==> config.mk <==
export PLATFORM = sky130hd
export DESIGN_NAME = midi_parser
export DESIGN_NICKNAME = d
export VERILOG_FILES = /design/src/rtl/midi_parser_pkg.sv /design/src/rtl/midi_parser.sv
export VERILOG_INCLUDE_DIRS = /design/src /design/src/rtl
export SDC_FILE = /design/constraint.sdc
export NUM_CORES = 1
export LEC_CHECK = 0
export CORE_UTILIZATION = 54
export DETAILED_ROUTE_END_ITERATION = 8
export PLACE_DENSITY = 0.83
export RECOVER_POWER = 50
export SYNTH_ARGS = -nofsm -noshare
export SYNTH_HDL_FRONTEND = slang
export SYNTH_SLANG_ARGS = --single-unit
==> constraint.sdc <==
create_clock -name clk -period 4.66 [get_ports clk]
set_clock_uncertainty 0.05 [all_clocks]
set_input_delay 0.932 -clock clk [delete_from_list [all_inputs] [get_ports clk]]
set_output_delay 0.932 -clock clk [all_outputs]
set_load 0.03 [all_outputs]
==> src/rtl/midi_defs.vh <==
// MIDI status byte constants shared by the MIDI parser and the synth voice
// allocator that consumes its events. These are macros, so every module in
// the compilation unit can use them. The include guard keeps repeated
// inclusion harmless.
`ifndef MIDI_DEFS_VH
`define MIDI_DEFS_VH

`define NOTE_OFF     8'h80
`define NOTE_ON      8'h90
`define SYSEX_START  8'hF0
`define SYSEX_END    8'hF7
`define REALTIME_MIN 8'hF8

`endif

==> src/rtl/midi_parser_pkg.sv <==
// Types and helpers for the MIDI byte-stream parser.
//   state_t      : parser state machine encoding
//   entry_state  : state entered after a channel status byte is latched
`include "midi_defs.vh"

package midi_parser_pkg;

  typedef enum logic [2:0] {
    IDLE  = 3'd0,
    DATA1 = 3'd1,
    DATA2 = 3'd2,
    SKIP1 = 3'd3,
    SKIP2 = 3'd4,
    SYSEX = 3'd5
  } state_t;

  // Note-off/on go to the note parser. Program change (0xCn) and channel
  // pressure (0xDn) carry one data byte. All others carry two.
  function automatic state_t entry_state(input logic [7:0] status);
    if (status[7:4] == `NOTE_OFF >> 4 || status[7:4] == `NOTE_ON >> 4)
      return DATA1;
    else if (status[7:4] == 4'hC || status[7:4] == 4'hD)
      return SKIP1;
    else
      return SKIP2;
  endfunction

endpackage

==> src/rtl/midi_parser.sv <==
// MIDI byte-stream parser.
// Decodes note-on and note-off channel messages, including running status.
// Realtime bytes are transparent. SysEx and all other messages are skipped.
// Ports:
//   clk       : system clock
//   reset     : synchronous, active-high
//   in_data   : received byte
//   in_valid  : one-cycle strobe qualifying in_data
//   note_on   : one-cycle event strobe
//   note_off  : one-cycle event strobe
//   channel   : event field, held until the next event
//   note      : event field, held until the next event
//   velocity  : event field, held until the next event
// Parameters:
//   OMNI      : 1 accepts all channels; 0 accepts only CHANNEL
//   CHANNEL   : channel accepted when OMNI is 0
`include "midi_defs.vh"

module midi_parser
  import midi_parser_pkg::*;
#(
  parameter bit         OMNI    = 1'b1,
  parameter logic [3:0] CHANNEL = 4'd0
) (
  input  logic       clk,
  input  logic       reset,
  input  logic [7:0] in_data,
  input  logic       in_valid,
  output logic       note_on,
  output logic       note_off,
  output logic [3:0] channel,
  output logic [6:0] note,
  output logic [6:0] velocity
);

  state_t     state, state_next;
  logic [7:0] run_status, run_status_next;
  logic [6:0] note_lat, note_lat_next;
  logic       emit_on, emit_off;
  logic       accept;

  assign accept = OMNI || (run_status[3:0] == CHANNEL);

  always_ff @(posedge clk) begin
    if (reset) begin
      state      <= IDLE;
      run_status <= 8'h00;
      note_lat   <= 7'h00;
      note_on    <= 1'b0;
      note_off   <= 1'b0;
      channel    <= 4'h0;
      note       <= 7'h00;
      velocity   <= 7'h00;
    end else begin
      state      <= state_next;
      run_status <= run_status_next;
      note_lat   <= note_lat_next;
      note_on    <= emit_on;
      note_off   <= emit_off;
      if (emit_on || emit_off) begin
        channel  <= run_status[3:0];
        note     <= note_lat;
        velocity <= in_data[6:0];
      end
    end
  end

  always_comb begin
    state_next      = state;
    run_status_next = run_status;
    note_lat_next   = note_lat;
    emit_on         = 1'b0;
    emit_off        = 1'b0;
    // Realtime bytes fall through untouched.
    if (in_valid && in_data < `REALTIME_MIN) begin
      if (in_data == `SYSEX_START) begin
        run_status_next = 8'h00;
        state_next      = SYSEX;
      end else if (in_data[7:4] == 4'hF) begin
        // System common, including SYSEX_END: drop running status.
        run_status_next = 8'h00;
        state_next      = IDLE;
      end else if (in_data[7]) begin
        // A new status byte aborts any partial message.
        run_status_next = in_data;
        state_next      = entry_state(in_data);
      end else begin
        case (state)
          DATA1: begin
            note_lat_next = in_data[6:0];
            state_next    = DATA2;
          end
          DATA2: begin
            state_next = DATA1;
            if (accept) begin
              // Note-on with zero velocity is treated as note-off.
              if (run_status[7:4] == (`NOTE_ON >> 4) && in_data[6:0] != 7'h00)
                emit_on = 1'b1;
              else
                emit_off = 1'b1;
            end
          end
          SKIP2: state_next = SKIP1;
          // Return to the message's first skip state.
          SKIP1: state_next = entry_state(run_status);
          default: state_next = state;
        endcase
      end
    end
  end

endmodule

==> flow_summary_export.csv <==
group,metric,value,unit
timing,finalCritPeriodShare,58.53,%
timing,rsz0062_at_grt,"no",
die,initial_utilization,57.04,%
critical_path,slowest_delay,710,ps
yosys,netlist.top_cell.by_area,"dfxtp_1",
critical_path,r2r-end,"note_off$_SDFF_PP0_",
yosys,synthTopCellsByCount,"38 x dfxtp_1, 38 x nand2_1, 27 x a21oi_1",
yosys,ys_types,36,
grt,overflow,0,
layout,final_util,70.81,%
timing,slew_viol_final,0,
place,hpwlAfterDp,2171,um
status,status,"completed",
critical_path,cp_cell_sequence,"dlygate4sd3_1 > nor2_1 > nand4b_1 > nor3_1",
yosys,ys_seq_area_share,47.95,%
clock_tree,cts.sinks,38,
yosys,mappedNetlistNets,196,
grt,grt.total_usage,22.94,%
critical_path,critPathKind,"input pin to register",
die,die_area,3159,um2
yosys,synthCells,185,
route,wl_per_cell,13.76,um
yosys,syn_area_per_cell,8.576,um2
yosys,synth-edff-count,0,
route,first_pass_iters,4,
clock_tree,clk_pin_slew,100,ps
die,die_w,56.21,um
die,core,2781,um2
yosys,synthFlopType,"dfxtp_1",
timing,fin_ws,1932,ps
grt,antenna_found_initial,0,
yosys,ys_top_cells_by_area,"dfxtp_1 48%, nand2_1 9.0%, a21oi_1 8.5%, mux2i_1 6.3%, nor2_1 3.3%",
clock_tree,cts.path.max_buffers,2,
critical_path,crit_fanout,20,
layout,layoutNonFillerInstCount,242,
critical_path,crit_arrival,2930,ps
timing,timing.fmax,0.3666,GHz
yosys,synth_top_cell_area_share,47.95,%
layout,fill_cells,224,
layout,drive_gt1_share,8.531,%
critical_path,cp-end-kind,"register",
clock_tree,post_cts_resized,0,
critical_path,r2r_cells,3,
worst_hold_path,hp-class,"register to register",
place,placed_cells,234,
die,io_pins,31,
timing,fin_tns_setup,0,ps
timing,post-route-min-period,2728,ps
clock_tree,ctsHtreeMaxLevel,2,
route,drtIter0Drc,45,
critical_path,reg2reg_slack,2810,ps
place,dp_slack,1666,ps
yosys,async_flop_share,0,%
clock_tree,worstSkewPairLatency,350,ps
route,num_vias,1383,
critical_path,timing.rr.start,"state[2]$_SDFFE_PP0P_",
timing,finalHoldViolations,0,
place,io_buffer_count,30,
clock_tree,cts-root-buf,"clkbuf_4",
yosys,syn_area,1587,um2
worst_hold_path,min-delay-start,"channel[3]$_SDFFE_PP0P_",
layout,nNetsFinal,221,
timing,setup_violations,0,
critical_path,cpMaxStageDelayCell,"nand4b_1",
layout,diodes,0,
layout,areaGrowthSynthToFinish,24.13,%
layout,ff_latch_area,760.7,um2
worst_hold_path,holdPathEnd,"channel[3]$_SDFFE_PP0P_",
route,wl,3330,um
layout,multi_input_area,739.5,um2
timing,tightest_slew,1038,ps
pwr,p_leak,0.7857,nW
critical_path,startpoint_type,"input pin",
clock_tree,cts_tree,"built",
critical_path,crit_required,4860,ps
clock_tree,postCtsSetupBuffers,0,
grt,grt_max_degree,39,
clock_tree,cts-buffers-inserted,5,
yosys,yosys_warnings,0,
place,gp_congestion,0.7477,
die,fp.dieH,56.21,um
pwr,powerDensity,356.3,nW/um2
route,ant_nets,0,
worst_hold_path,hold_depth,2,
route,viasPerCell,5.715,
timing,slew_headroom,29.88,%
flow_run,drv_cap,0,
pwr,ir_drop,0.0002776,V
die,rows,19,
grt,grt_pass1_wl,5533,um
grt,grt_pass1_vias,1228,
clock_tree,holdBufCountCts,0,
yosys,yosys_register_bits,38,
route,drc,0,
==> per-layer routing <==
metal / track usage (%) / part of all wire, % / wire, um / vias to the layer above
met5: 0 / 0 / 0 / -
met1: 27.69 / 43 / 1448 / 626
met2: 34.69 / 46 / 1539 / 59
li1: - / - / - / 684
met3: 6.977 / 6.8 / 228 / 14
met4: 16.03 / 3.4 / 114 / 0
==> worst max-delay path by stage <==
stage | to | cells past startpoint | startpoint | slack [ps]
after global routing | note_on$_SDFF_PP0_ | 4 | in_data[7] | 1810
after global placement | run_status[6]$_SDFFE_PP0P_ | 5 | in_data[7] | 1770
after detailed placement | run_status[6]$_SDFFE_PP0P_ | 5 | in_data[7] | 1670
after CTS | run_status[6]$_SDFFE_PP0P_ | 5 | in_data[7] | 2030
after floorplan | state[0]$_SDFFE_PP0P_ | 5 | in_data[7] | 2640
final | note_off$_SDFF_PP0_ | 4 | in_data[7] | 1930
==> sequential cells by signal, indices dropped and copies added (netlist names) <==
register    flops
note_on         1
run_status      8
channel         4
note            7
state           3
note_off        1
velocity        7
note_lat        7
==> area by class of cell <==
cell class | instances | share of cell area (%)
sequential | 38 | 38.63
multi-input combinational | 131 | 37.55
timing repair buffer | 31 | 15.63
clock inverter | 2 | 3.050
clock buffer | 6 | 2.605
tap | 31 | 1.970
inverter | 3 | 0.5718
==> report_power, final <==
part | switching, W | total [W] | internal (W)
clock | 0.000109 | 0.000291 | 0.000182
combinational | 0.0000386 | 0.0000682 | 0.0000296
sequential | 0.00000888 | 0.000342 | 0.000333
==> per-stage QoR <==
stage / hold slack [ps] / instance area (um2) / power (W)
after floorplan: 381.6 / 1587 / 0.0003951
after global placement: 388.9 / 1858 / 0.0004127
after detailed placement: 396.3 / 1858 / 0.0004163
after CTS: 413.4 / 1969 / 0.0007049
after global routing: 429.6 / 1969 / 0.0007268
final: 404.7 / 1969 / 0.0007017
==> logic make-up (layout without fill, tap and decap cells) <==
group | count (synthesis) | after routing | share of synthesized area [%]
flip-flops | 38 | 38 | 47.95
AO/OA/AOI/OAI | 36 | 36 | 13.41
AND/OR/NAND/NOR | 84 | 84 | 26.34
multiplexers | 10 | 10 | 6.309
XOR/XNOR | 1 | 1 | 0.5522
buffers and inverters | 16 | 42 | 5.441
==> critical path, delay by kind of cell <==
kind	cells	cell delay, ps
AND/OR/NAND/NOR	3	1330
buffers and inverters	1	660
==> placed cells by master, fill, tap and decap left out, drive strengths merged, types with 2 or more instances in the layout <==
master | netlist | layout
nand2 | 38 | 38
dfxtp | 38 | 38
a21oi | 28 | 28
dlygate4sd3 | 0 | 21
nor2 | 14 | 14
mux2i | 10 | 10
clkdlybuf4s50 | 0 | 9
nand2b | 8 | 8
clkbuf | 6 | 6
nand3 | 5 | 5
inv | 3 | 3
nor3 | 3 | 3
nand4 | 2 | 2
nor4b | 2 | 2
nand4b | 2 | 2
and2 | 2 | 2
bufinv | 0 | 2
or4 | 2 | 2
o21ai | 2 | 2
Power figures use the tool's default switching activity.
